<file path="src/rtl/fifo_axis2native_adapter_pkg.sv">
// rtl/fifo_axis2native_adapter_pkg.sv - shared defaults and skid-occupancy helper for the AXIS-to-native write adapter
package fifo_axis2native_adapter_pkg;

    localparam int DEFAULT_DATA_WIDTH = 36;
    localparam int DEFAULT_CNT_WIDTH  = 32;

    // The skid entry empties whenever the output entry can take its beat.
    // It fills only when a beat arrives while the output entry is stuck.
    function automatic logic skid_valid_next(input logic skid_valid,
                                             input logic accept,
                                             input logic out_free);
        if (skid_valid) begin
            return ~out_free;
        end
        return accept & ~out_free;
    endfunction

endpackage

</file>
<file path="src/rtl/fifo_axis2native_adapter_skid_buf.sv">
// rtl/fifo_axis2native_adapter_skid_buf.sv - two-entry skid buffer with a registered upstream ready
module axis_skid_buf
    import fifo_axis2native_adapter_pkg::*;
#(
    parameter int DATA_WIDTH = DEFAULT_DATA_WIDTH
) (
    input  logic                  clk_i,
    input  logic                  rst_i,
    input  logic [DATA_WIDTH-1:0] in_tdata_i,
    input  logic                  in_tvalid_i,
    output logic                  in_tready_o,
    output logic [DATA_WIDTH-1:0] out_tdata_o,
    output logic                  out_tvalid_o,
    input  logic                  out_tready_i,
    output logic                  skid_valid_o
);

    logic                  out_valid_q, out_valid_d;
    logic                  skid_valid_q, skid_valid_d;
    logic                  ready_q;
    logic [DATA_WIDTH-1:0] out_data_q, out_data_d;
    logic [DATA_WIDTH-1:0] skid_data_q, skid_data_d;
    logic                  accept, drain, out_free;

    always_comb begin
        accept       = in_tvalid_i & ready_q;
        drain        = out_valid_q & out_tready_i;
        out_free     = ~out_valid_q | drain;
        out_valid_d  = out_valid_q;
        out_data_d   = out_data_q;
        skid_data_d  = skid_data_q;
        skid_valid_d = skid_valid_next(skid_valid_q, accept, out_free);
        // Ready is low whenever skid is occupied, so accept never coincides with a full skid.
        if (skid_valid_q && out_free) begin
            out_data_d  = skid_data_q;
            out_valid_d = 1'b1;
        end else if (accept && out_free) begin
            out_data_d  = in_tdata_i;
            out_valid_d = 1'b1;
        end else if (accept) begin
            skid_data_d = in_tdata_i;
        end else if (out_free) begin
            out_valid_d = 1'b0;
        end
    end

    always_ff @(posedge clk_i) begin
        if (rst_i) begin
            out_valid_q  <= 1'b0;
            skid_valid_q <= 1'b0;
            ready_q      <= 1'b0;
            out_data_q   <= '0;
            skid_data_q  <= '0;
        end else begin
            out_valid_q  <= out_valid_d;
            skid_valid_q <= skid_valid_d;
            ready_q      <= ~skid_valid_d;
            out_data_q   <= out_data_d;
            skid_data_q  <= skid_data_d;
        end
    end

    assign in_tready_o  = ready_q;
    assign out_tdata_o  = out_data_q;
    assign out_tvalid_o = out_valid_q;
    assign skid_valid_o = skid_valid_q;

endmodule

</file>
<file path="src/rtl/fifo_axis2native_adapter.sv">
// rtl/fifo_axis2native_adapter.sv - AXIS slave to native FIFO write port with written-beat counter
module fifo_axis2native_adapter
    import fifo_axis2native_adapter_pkg::*;
#(
    parameter int DATA_WIDTH = DEFAULT_DATA_WIDTH,
    parameter int CNT_WIDTH  = DEFAULT_CNT_WIDTH
) (
    input  logic                  s_clk,
    input  logic                  s_rst,
    input  logic [DATA_WIDTH-1:0] s_payload,
    input  logic                  s_valid,
    output logic                  s_ready,
    output logic [DATA_WIDTH-1:0] fifo_wr_data,
    output logic                  fifo_wr_en,
    input  logic                  fifo_full,
    output logic [CNT_WIDTH-1:0]  wr_beats,
    output logic                  idle
);

    logic                 out_valid;
    logic                 skid_valid;
    logic [CNT_WIDTH-1:0] wr_beats_q, wr_beats_d;

    axis_skid_buf #(
        .DATA_WIDTH(DATA_WIDTH)
    ) u_skid (
        .clk_i       (s_clk),
        .rst_i       (s_rst),
        .in_tdata_i  (s_payload),
        .in_tvalid_i (s_valid),
        .in_tready_o (s_ready),
        .out_tdata_o (fifo_wr_data),
        .out_tvalid_o(out_valid),
        .out_tready_i(~fifo_full),
        .skid_valid_o(skid_valid)
    );

    assign fifo_wr_en = out_valid & ~fifo_full;
    assign idle       = ~out_valid & ~skid_valid;

    always_comb begin
        wr_beats_d = wr_beats_q;
        if (fifo_wr_en) begin
            wr_beats_d = wr_beats_q + CNT_WIDTH'(1);
        end
    end

    always_ff @(posedge s_clk) begin
        if (s_rst) begin
            wr_beats_q <= '0;
        end else begin
            wr_beats_q <= wr_beats_d;
        end
    end

    assign wr_beats = wr_beats_q;

endmodule

</file>
<file path="config.mk">
export PLATFORM = sky130hd
export DESIGN_NAME = fifo_axis2native_adapter
export DESIGN_NICKNAME = d
export VERILOG_FILES = /design/src/rtl/fifo_axis2native_adapter_pkg.sv /design/src/rtl/fifo_axis2native_adapter_skid_buf.sv /design/src/rtl/fifo_axis2native_adapter.sv
export SDC_FILE = /design/constraint.sdc
export NUM_CORES = 1
export LEC_CHECK = 0
export CAP_MARGIN = 40
export CORE_MARGIN = 1.5
export CORE_UTILIZATION = 33
export DETAILED_ROUTE_END_ITERATION = 6
export MAX_ROUTING_LAYER = met4
export PLACE_DENSITY_LB_ADDON = 0.08
export SETUP_SLACK_MARGIN = 0.3
export SYNTH_ARGS = -nofsm -noshare
export SYNTH_HDL_FRONTEND = slang
export SYNTH_SLANG_ARGS = --single-unit
</file>
<file path="constraint.sdc">
create_clock -name s_clk -period 4.3 [get_ports s_clk]
set_input_delay 0.86 -clock s_clk [delete_from_list [all_inputs] [get_ports s_clk]]
set_output_delay 0.86 -clock s_clk [all_outputs]
set_load 0.02 [all_outputs]
</file>
# Word level (Yosys, flattened, before mapping)
# Index checks and enable logic that the tools add are counted.
# W data, S select, Z words.
# totals
word_cells	35
register_bits	107
out_inout_bits	71
# op_classes
bitwise	12
n_addsub	1
muxes	9
n_reduce_logical	6
n_eq_ne	1
# ops
op	n
$mux W36	2
$add A32 B1 Y32 const B	1
$mux W1	7
$not A1 Y1	7
$and A1 B1 Y1	4
$ne A3 B3 Y1 const B	1
$reduce_and A3 Y1	1
$reduce_bool A3 Y1	1
$logic_and A1 B1 Y1	2
$reduce_and A2 Y1	1
$reduce_bool A2 Y1	1
$or A1 B1 Y1	1

# Longest topological paths before layout
# Gate-level depths: netlist of run 1.
# logic_depth
ltp_word	7
ltp_mapped	7
mapped_depth_nobuf	6

# Hierarchy
# A second synthesis of run 1 with hierarchy kept.
# unflattened
cells_unflattened	509
hier_area_um2	4687.0
# modules_own_cells
module	n_inst	seq_area_each_um2	cells_per_inst	area_each_um2
axis_skid_buf	1	1501.4	332	3145.5
fifo_axis2native_adapter	1	640.6	177	1541.5

# Worst setup path after synthesis of run 1
# No wires, ideal clock.
# synth_timing
kind	input -> output
from	input port fifo_full
to	output port fifo_wr_en
cell_stages	2
required_ns	3.440
arrival_ns	1.437
slack_ns	2.003
cell_sequence	buf_6 -> nor2b_1
# synth_via
elab_chain_len	2
# synth_lines
element	line_no	source
start: declaration	fifo_axis2native_adapter.sv:15	input logic fifo_full,
$not A1 Y1	fifo_axis2native_adapter.sv:38	assign fifo_wr_en = out_valid & ~fifo_full;
$and A1 B1 Y1	fifo_axis2native_adapter.sv:38	
end: declaration	fifo_axis2native_adapter.sv:14	output logic fifo_wr_en,
# Every way passes these cells.

# Worst setup path in the final report of run 1
# Same ends and word-level chain as after synthesis.

==> results of run 1 <==
==> power by group through the flow <==
stage                     Combinational [mW]  Clock [mW]  Sequential, mW
after floorplan                       0.0626           0            1.07
after detailed placement               0.184           0            1.05
after CTS                              0.184       0.890            1.03
final                                  0.182       0.855            1.03
after global routing                   0.197       0.922            1.03
after global placement                 0.178           0            1.05
==> worst max-delay path, cell delays in order <==
cell and delay (ns):
clkdlybuf4s50_1 0.60, nor2b_1 0.36, clkdlybuf4s50_1 0.67
==> routing by layer <==
layer	vias to the layer above	share of wire	wire, µm	GRT usage
li1	1935	-	-	-
met1	1812	0.50	5670	0.2314
met2	97	0.45	5167	0.2540
met3	12	0.037	427	0.03198
met4	0	0.017	189	0.07774
met5	-	0	0	-
==> metrics by stage <==
stage	setup WS [ns]	hold WS, ns	cells	power [mW]
floorplan	2.003	0.4364	503	1.130
global placement	0.9509	0.4389	755	1.227
detailed placement	0.9512	0.4438	757	1.233
CTS	0.9352	0.4544	773	2.100
global route	0.8381	0.4701	773	2.148
finish	0.9486	0.4518	773	2.064
==> layout by cell type, fill, tap and decap left out, drive strengths merged, types with 3 or more instances in the layout <==
master,n
or3,5
nor3,11
xor2,4
nor4,5
clkdlybuf4s50,109
clkbuf,13
inv,7
nand3,9
nand4,8
o21ai,5
a21oi,81
nor2b,3
nand2,120
dfxtp,107
xnor2,21
o221ai,36
and4,4
buf,7
nor2,34
==> layout make-up <==
cell class,instances,area (µm²),area share
Inverter,7,26.28,0.004425
Sequential cell,107,2142,0.3607
Clock inverter,3,45.04,0.007585
Timing Repair Buffer,116,1184,0.1993
Tap cell,172,215.2,0.03624
Clock buffer,13,270.3,0.04551
Multi-Input combinational cell,355,2056,0.3462
==> cell families after synthesis <==
logic type               share of synthesized area
AND/OR/NAND/NOR                             0.2353
buffers and inverters                      0.04108
XOR/XNOR                                   0.05027
multiplexers                              0.004884
AO/OA/AOI/OAI                               0.1738
adder cells (fa/ha/maj)                   0.002872
flip-flops                                  0.4918
==> sequential cells by signal (all words and copies together), names as in the netlist <==
name                 count
u_skid.out_tdata_o      36
u_skid.in_tready_o       1
wr_beats                32
u_skid.out_tvalid_o      1
u_skid.skid_data_q      36
u_skid.skid_valid_o      1
==> final timing paths <==
path	end	depth (start not counted)
setup reg to reg	wr_beats[31]	5
hold / removal	u_skid.out_tdata_o[35]	2
setup / recovery	fifo_wr_en	3
hold reg to reg	u_skid.out_tdata_o[35]	2
==> parameters.txt, run 1 <==
Parameter                              Value

Clock tree
  Post-CTS resize count ... 0
  Root Buffer ... clkbuf_16
  Clock tree sinks ... 107
  CTS tree ... done
  H-tree level count ... 3
  Setup fix buffers added after clock tree synthesis ... 0
  Number of hold buffers added after CTS ... 0
  Inserted Clock Buffers ... 9
  Skew-Pair Late Insertion Delay ... 0.34 ns
  Clock transition at the registers of the reported paths ... 0.07 ns
  Max Root-Sink Buffers ... 2

Critical path
  Crit start category ... input port
  Type of the worst setup path ... in2out
  R2r setup slk ... 2.43 ns
  WP data arrival ... around 2.5 ns
  Worst EP required ... 3.44 ns
  Crit. Startpoint ... fifo_full
  R2R Path Start ... u_skid.out_tvalid_o
  Maximum fanout along the worst path ... 8
  Category of the worst setup path capture point ... primary output

Floorplanning
  Num rows ... a little over 40
  Floorplan die width ... 117.9 µm
  Overall die height ... 117.9 µm
  Starting utilization of the core area ... 0.3410
  Die Footprint ... 13,900 µm²
  # IOs ... roughly 110
  Area inside the core boundary ... between 10,000 and 15,000 µm²

Yosys
  Seq/Total Area, Yosys ... 0.4918
  Warning count from the yosys run ... 0
  Fraction of post-synthesis cell area in the top cell type by area ... 0.4918
  Average size of a mapped cell ... 8.659 µm²
  Number of enable-type register cells in the synthesized netlist ... 0
  Post-synthesis async set-or-reset flop share ... 0
  Flops & latches, synth ... 107
  Cell taking the most area after synthesis ... dfxtp_1
  Commonest cells post-synth ... nand2_1, dfxtp_1, a21oi_1
  Post-synthesis instance area ... roughly 4400 µm²
  Number of distinct library cells after synthesis ... 34
  Primary FF master, synth ... dfxtp_1
  Leading cell types by total area after synthesis ... dfxtp_1, nand2_1, a21oi_1
  Instance count of the mapped netlist ... roughly 500
  Most common cell in the netlist ... nand2_1
  Synthesized net count ... 544

Route
  Count of vias placed by the detailed router ... 3,856
  DR iter-0 viols ... approximately 260
  Number of iterations in the first detailed-routing pass ... 4
  Wirelength per Cell ... 14.82 µm
  Antenna-violating nets left ... 0
  DRC violation count after routing ... 0
  Via-to-Cell Ratio ... about 5.0
  Final wirelength ... between 10,000 and 15,000 µm

Finish
  Area growth from synthesis to layout ... 36.34%
  Final nets ... 637
  Fraction of final layout cells sized beyond drive strength 1 ... 0.07488
  Design area ... 5938 µm²
  Total of fill cells in the finished design ... roughly 1,300
  Final Core Density ... 0.4649
  Inserted Diodes ... 0

Power
  Part of the power in combinational logic ... 0.088
  Power density over cell area ... approximately 350 nW/µm²
  Switching share of power ... 0.2254
  Net switching power ... 0.4651 mW
  Maximum resistive drop on vdd ... between 0.00015 and 0.0002 V
  Clk network pwr share ... 0.414
  Internal power consumption ... 1.599 mW
  Sequential share of power ... 0.497
  Static leakage power ... 1.897 nW

Hold path
  Source of the worst hold timing path ... u_skid.out_tdata_o[35]
  Class of the tightest hold or removal check ... reg2reg

STA
  Final Cycle Share ... 0.7794
  Max Clock Skew ... roughly 0.0043 ns
  Maximum clock frequency ... 298.4 MHz
  Final min period ... 3.351 ns
  Transition time at the pin with the least slew margin ... 0.9014 ns
  # setup viols final ... 0
  Fin. max-slew vios ... 0
  Summed negative setup slack over all endpoints ... 0 ns
  Slew margin rel. ... 0.3991
  Final Hold Vio Count ... 0
  Setup repair after global routing missed its margin ... no

Global routing
  GRT overflow ... 0
  Pin count of the biggest net entering global routing ... between 80 and 90
  Tot GR Track Use ... 0.1730
  Initial antenna violation count ... 0
  Vias in the first global route ... about 3,800
  Global-route wire length before repair ... approximately 19,000 µm

Run
  Number of violations of the max-capacitance limit ... 0

Placement
  Post-detail-place hpwl ... 7258 µm
  Gp weighted congestion ... 0.7295
  Cell area reported after detailed placement ... 5623 µm²
  Port Buffer Count ... 110

Run status
  Outcome ... complete, no violations
Note: power is estimated with default switching activity, not from simulation.
==> run 2: changes to the inputs <==
==> constraint.sdc (replaced) <==
create_clock -name s_clk -period 3.1 [get_ports s_clk]
set_input_delay 0.62 -clock s_clk [delete_from_list [all_inputs] [get_ports s_clk]]
set_output_delay 0.62 -clock s_clk [all_outputs]
set_load 0.02 [all_outputs]
==> run 2 against run 1 <==
  * Via count about the same
  * Sequential share of layout area up 0.069 points
  * Sequential power up 38%
  * First-iteration DRC count down 13%
  * Clock-buffer cell count down 3
  * Clock power up 40%
  * Power up 39%
  * Combinational power up 39%
  * Design area down 0.19%
  * Die area unchanged
  * Clock skew up 0.0034 ns
==> parameters.txt, run 2 (synthesized netlist as in run 1, its figures left out) <==
Parameter                              Value

Floorplanning
  Die Footprint ... 13,900 µm² (unchanged)
  Num rows ... 41 (unchanged)
  Floorplan die width ... 117.9 µm (unchanged)
  Area inside the core boundary ... 12,770 µm² (unchanged)
  Overall die height ... 117.9 µm (unchanged)
  # IOs ... 111 (unchanged)
  Starting utilization of the core area ... 0.3410 (unchanged)

Critical path
  Crit. Startpoint ... fifo_full
  Maximum fanout along the worst path ... 4 (-4)
  Worst reg2reg endpoint ... wr_beats[31]
  Depth of the worst register-to-register path ... 5 (unchanged)
  R2r setup slk ... 1.23 ns (-1.20 ns)
  Crit start category ... input port
  WP data arrival ... 2.03 ns (-0.46 ns)
  Category of the worst setup path capture point ... primary output
  R2R Path Start ... u_skid.out_tvalid_o
  Worst EP required ... 2.48 ns (-0.96 ns)
  Type of the worst setup path ... in2out
  Termination of the worst setup path ... fifo_wr_en

Route
  Count of vias placed by the detailed router ... 3,859 (+0.078%)
  Final wirelength ... 11,190 µm (-2.3%)
  Via-to-Cell Ratio ... 4.973 (-0.31%)
  Number of iterations in the first detailed-routing pass ... 4 (unchanged)
  Antenna-violating nets left ... 0 (unchanged)
  DRC violation count after routing ... 0 (unchanged)
  Wirelength per Cell ... 14.42 µm (-2.7%)
  DR iter-0 viols ... 224 (-13%)

Clock tree
  Post-CTS resize count ... 0 (unchanged)
  Setup fix buffers added after clock tree synthesis ... 0 (unchanged)
  Clock tree sinks ... 107 (unchanged)
  Number of hold buffers added after CTS ... 0 (unchanged)
  Max Root-Sink Buffers ... 2 (unchanged)
  Root Buffer ... clkbuf_16
  Clock transition at the registers of the reported paths ... 0.07 ns (about the same)
  CTS tree ... done
  Skew-Pair Late Insertion Delay ... 0.35 ns (about the same)
  H-tree level count ... 3 (unchanged)
  Inserted Clock Buffers ... 9 (unchanged)

STA
  Final Hold Vio Count ... 0 (unchanged)
  # setup viols final ... 0 (unchanged)
  Final min period ... 2.649 ns
  Fin. max-slew vios ... 0 (unchanged)
  Setup repair after global routing missed its margin ... no
  Final Cycle Share ... 0.8545
  Transition time at the pin with the least slew margin ... 0.7603 ns (-0.1412 ns)
  Summed negative setup slack over all endpoints ... 0 ns (unchanged)
  Max Clock Skew ... 0.007715 ns (+0.003399 ns)
  Maximum clock frequency ... 377.5 MHz
  Slew margin rel. ... 0.4924 (+0.09337)

Run status
  Outcome ... complete, no violations

Finish
  Area growth from synthesis to layout ... 36.08%
  Final nets ... 640 (+0.47%)
  Final Core Density ... 0.4640 (-0.0008820)
  Top library cells by usage in the layout, fill and taps aside ... nand2_1, clkdlybuf4s50_1, dfxtp_1
  Fraction of final layout cells sized beyond drive strength 1 ... 0.07947 (+0.004595)
  Inserted Diodes ... 0 (unchanged)
  Most common library cell in the layout ignoring fill and taps ... nand2_1
  Total of fill cells in the finished design ... 1,269 (+1.2%)

Placement
  Post-detail-place hpwl ... 7152 µm (-1.5%)
  Gp weighted congestion ... 0.7490 (+2.7%)
  Port Buffer Count ... 110 (unchanged)

Run
  Number of violations of the max-capacitance limit ... 0 (unchanged)

Global routing
  Initial antenna violation count ... 0 (unchanged)
  Vias in the first global route ... 3,575 (-5.5%)
  Global-route wire length before repair ... 18,130 µm (-4.6%)
  GRT overflow ... 0 (unchanged)
  Tot GR Track Use ... 0.1661 (-0.006936)
  Pin count of the biggest net entering global routing ... 65 (-24%)

Power
  Maximum resistive drop on vdd ... 0.0003219 V (+78%)
  Static leakage power ... 1.913 nW (+0.83%)
  Power density over cell area ... 484.7 nW/µm² (+39%)

Hold path
  Class of the tightest hold or removal check ... reg2reg
[run 2: changes by cell type in the layout (fill, tap and decap cells not counted), sizes merged]
| cell | change |
|---|---|
| buf | +3 |
| clkinvlp | -2 |
| bufinv | +1 |
| clkinv | +4 |
| clkbuf | -3 |
[run 2: report_power, final]
| group | switching (mW) | leakage [nW] | internal, mW |
|---|---|---|---|
| sequential | 0.0184 | 0.867 | 1.40 |
| clock | 0.495 | 0.156 | 0.703 |
| combinational | 0.132 | 0.890 | 0.120 |
[run 2: final cells by class]
class	count	area (µm²)	share of cell area
well taps	172	215.2	0.03631
flip-flops and latches	107	2142	0.3614
clock inverters	6	80.08	0.01351
inverters	7	26.28	0.004433
clock buffers	10	229.0	0.03863
multi-input cells	355	2056	0.3468
repair buffers	119	1179	0.1989
[run 2: how the worst min path moves through the flow]
stage / startpoint / end / slack [ns] / depth (start not counted)
finish: u_skid.out_tdata_o[10] / u_skid.out_tdata_o[10] / 0.45 / 2
floorplan: u_skid.skid_data_q[0] / u_skid.skid_data_q[0] / 0.44 / 2
global route: u_skid.out_tdata_o[21] / u_skid.out_tdata_o[21] / 0.47 / 2
global placement: u_skid.out_tdata_o[16] / u_skid.out_tdata_o[16] / 0.44 / 2
detailed placement: u_skid.out_tdata_o[10] / u_skid.out_tdata_o[10] / 0.44 / 2
CTS: u_skid.out_tdata_o[10] / u_skid.out_tdata_o[10] / 0.45 / 2
[run 2: critical path, stage by stage]
cell and delay (ns):
clkdlybuf4s50_1 0.42, nor2b_1 0.30, clkdlybuf4s50_1 0.68
[run 2: through the flow]
stage	setup slack, ns	hold slack, ns	cells	power [mW]	area [µm²]
after CTS	0.4344	0.4521	776	2.917	5927
after global routing	0.3554	0.4692	776	2.978	5927
final	0.4510	0.4482	776	2.873	5927
after floorplan	1.283	0.4364	503	1.568	4355
after detailed placement	0.4420	0.4423	760	1.709	5618
after global placement	0.4732	0.4399	760	1.709	5618
[run 2: layer usage]
layer | GRT usage | routed length (µm)
met1 | 0.2131 | 5203
met2 | 0.2584 | 5358
met3 | 0.05039 | 582
met4 | 0.03659 | 47
met5 | - | 0
==> run 3: changes to the inputs <==
--- a/config.mk
+++ b/config.mk
@@ -8,6 +8,7 @@
 export CAP_MARGIN = 40
 export CORE_MARGIN = 1.5
 export CORE_UTILIZATION = 33
+export CTS_BUF_LIST = sky130_fd_sc_hd__clkbuf_4 sky130_fd_sc_hd__clkbuf_8
 export DETAILED_ROUTE_END_ITERATION = 6
 export MAX_ROUTING_LAYER = met4
 export PLACE_DENSITY_LB_ADDON = 0.08
==> run 3 against run 2 <==
  * Final cell count unchanged
  * Utilization decreased by 0.76 points
  * Combinational power about the same
  * Sequential power about the same
  * Register-to-register slack about the same
  * Clock skew about the same
  * Routed wire length about the same
  * Sequential share of layout area increased by 0.61 points
  * Hold slack improved by 0.0037 ns
  * Clock-buffer cell count unchanged
  * Critical path depth unchanged
  * Critical endpoint unchanged
  * Largest power group unchanged
==> parameters.txt, run 3 (synthesized netlist as in run 1, its figures left out) <==
Parameter                              Value

Placement
  Port Buffer Count ... 110 (unchanged)
  Post-detail-place hpwl ... 7152 µm (unchanged)
  Gp weighted congestion ... 0.7490 (unchanged)
  Placement-stage worst setup slack ... 0.4420 ns (unchanged)

Clock tree
  H-tree level count ... 3 (unchanged)
  Root Buffer ... clkbuf_8
  CTS tree ... done
  Skew-Pair Late Insertion Delay ... 0.38 ns (+0.03 ns)
  Inserted Clock Buffers ... 9 (unchanged)
  Post-CTS resize count ... 0 (unchanged)
  Max Root-Sink Buffers ... 2 (unchanged)
  Setup fix buffers added after clock tree synthesis ... 0 (unchanged)
  Number of hold buffers added after CTS ... 0 (unchanged)
  Clock transition at the registers of the reported paths ... 0.10 ns (+0.03 ns)
  Clock tree sinks ... 107 (unchanged)

Power
  Maximum resistive drop on vdd ... 0.0003003 V (-6.7%)
  Static leakage power ... 1.870 nW (-2.2%)
  Pwr Total ... 2.600 mW (-9.5%)
  Power density over cell area ... 445.9 nW/µm² (-8.0%)

Finish
  Final nets ... 640 (unchanged)
  Top library cells by usage in the layout, fill and taps aside ... nand2_1, clkdlybuf4s50_1, dfxtp_1
  Final Core Density ... 0.4564 (-0.007640)
  Area growth from synthesis to layout ... 33.84%
  Fraction of final layout cells sized beyond drive strength 1 ... 0.08113 (+0.001656)
  Inserted Diodes ... 0 (unchanged)
  Total of fill cells in the finished design ... 1,285 (+1.3%)
  Most common library cell in the layout ignoring fill and taps ... nand2_1

STA
  Final worst setup slack ... 0.4505 ns (-0.0004480 ns)
  Setup repair after global routing missed its margin ... no
  Maximum clock frequency ... 377.4 MHz (about the same)
  Final min period ... 2.649 ns (+0.0004480 ns)
  Fin Hold WS ... 0.4518 ns (+0.003662 ns)
  Max Clock Skew ... 0.008083 ns (+0.0003682 ns)
  Fin. max-slew vios ... 0 (unchanged)
  # setup viols final ... 0 (unchanged)
  Slew margin rel. ... 0.4919 (-0.0005360)
  Summed negative setup slack over all endpoints ... 0 ns (unchanged)
  Final Hold Vio Count ... 0 (unchanged)
  Final Cycle Share ... 0.8547 (about the same)
  Transition time at the pin with the least slew margin ... 0.7611 ns (+0.0008026 ns)

Critical path
  Maximum fanout along the worst path ... 4 (unchanged)
  WP data arrival ... 2.03 ns (about the same)
  R2R Path Start ... u_skid.out_tvalid_o
  Worst EP required ... 2.48 ns (about the same)
  Category of the worst setup path capture point ... primary output
  Worst reg2reg endpoint ... wr_beats[31]
  Type of the worst setup path ... in2out
  Crit start category ... input port
  Depth of the worst register-to-register path ... 5 (unchanged)
  R2r setup slk ... 1.22 ns (about the same)

Route
  Via-to-Cell Ratio ... 4.956 (-0.34%)
  Number of iterations in the first detailed-routing pass ... 4 (unchanged)
  Final wirelength ... 11,190 µm (about the same)
  Wirelength per Cell ... 14.42 µm (about the same)
  DR iter-0 viols ... 280 (+25%)
  Antenna-violating nets left ... 0 (unchanged)
  DRC violation count after routing ... 0 (unchanged)
  Count of vias placed by the detailed router ... 3,846 (-0.34%)

Hold path
  Source of the worst hold timing path ... u_skid.out_tdata_o[10]
  Hold Path Stages ... 2 (unchanged)
  Class of the tightest hold or removal check ... reg2reg
  End of the worst hold path ... u_skid.out_tdata_o[10]

Floorplanning
  Floorplan die width ... 117.9 µm (unchanged)
  Area inside the core boundary ... 12,770 µm² (unchanged)
  # IOs ... 111 (unchanged)
  Overall die height ... 117.9 µm (unchanged)
  Die Footprint ... 13,900 µm² (unchanged)
  Num rows ... 41 (unchanged)
  Starting utilization of the core area ... 0.3410 (unchanged)

Global routing
  Global-route wire length before repair ... 18,130 µm (about the same)
  Vias in the first global route ... 3,593 (+0.50%)
  GRT overflow ... 0 (unchanged)
  Initial antenna violation count ... 0 (unchanged)
  Tot GR Track Use ... 0.1664 (+0.0003180)
  Pin count of the biggest net entering global routing ... 65 (unchanged)

Run
  Number of violations of the max-capacitance limit ... 0 (unchanged)

Run status
  Outcome ... complete, no violations
## run 3: cell counts in the layout (fill, tap and decap cells not counted)
Identical to the previous run, type by type.
## run 3: final cells by class
cell class                      instances  area, µm²  share of cell area
Timing Repair Buffer                  119       1179              0.2022
Inverter                                7      26.28            0.004507
Multi-Input combinational cell        355       2056              0.3527
Sequential cell                       107       2142              0.3675
Clock buffer                           10      131.4             0.02254
Clock inverter                          6      80.08             0.01374
Tap cell                              172      215.2             0.03692
## run 3: worst max-delay path, stage by stage
cell and delay [ns]:
clkdlybuf4s50_1 0.42, nor2b_1 0.30, clkdlybuf4s50_1 0.68
## run 3: per-layer routing
layer  GRT usage  up-vias  wire [µm]
met5           -        -          0
met4     0.03735        0         89
met3     0.05329        5        627
met2      0.2551      108       5237
met1      0.2146     1798       5240
li1            -     1935          -
## run 3: power by group
group          switching, mW  internal [mW]
sequential            0.0183           1.40
combinational          0.133          0.121
clock                  0.465          0.459
## run 3: how the worst max path moves through the flow
| stage | start | end | slack, ns | cells past startpoint |
|---|---|---|---|---|
| 3_3_place_gp | fifo_full | fifo_wr_en | 0.47 | 3 |
| 2_1_floorplan | fifo_full | fifo_wr_en | 1.28 | 2 |
| 3_5_place_dp | fifo_full | fifo_wr_en | 0.44 | 3 |
| 4_1_cts | u_skid.out_tvalid_o | fifo_wr_en | 0.43 | 2 |
| 6_report | fifo_full | fifo_wr_en | 0.45 | 3 |
| 5_1_grt | u_skid.out_tvalid_o | fifo_wr_en | 0.32 | 2 |
## run 3: per-stage QoR
| step | cells | area, µm² |
|---|---|---|
| floorplan | 503 | 4355 |
| global placement | 760 | 5618 |
| detailed placement | 760 | 5618 |
| CTS | 776 | 5829 |
| global route | 776 | 5829 |
| finish | 776 | 5829 |
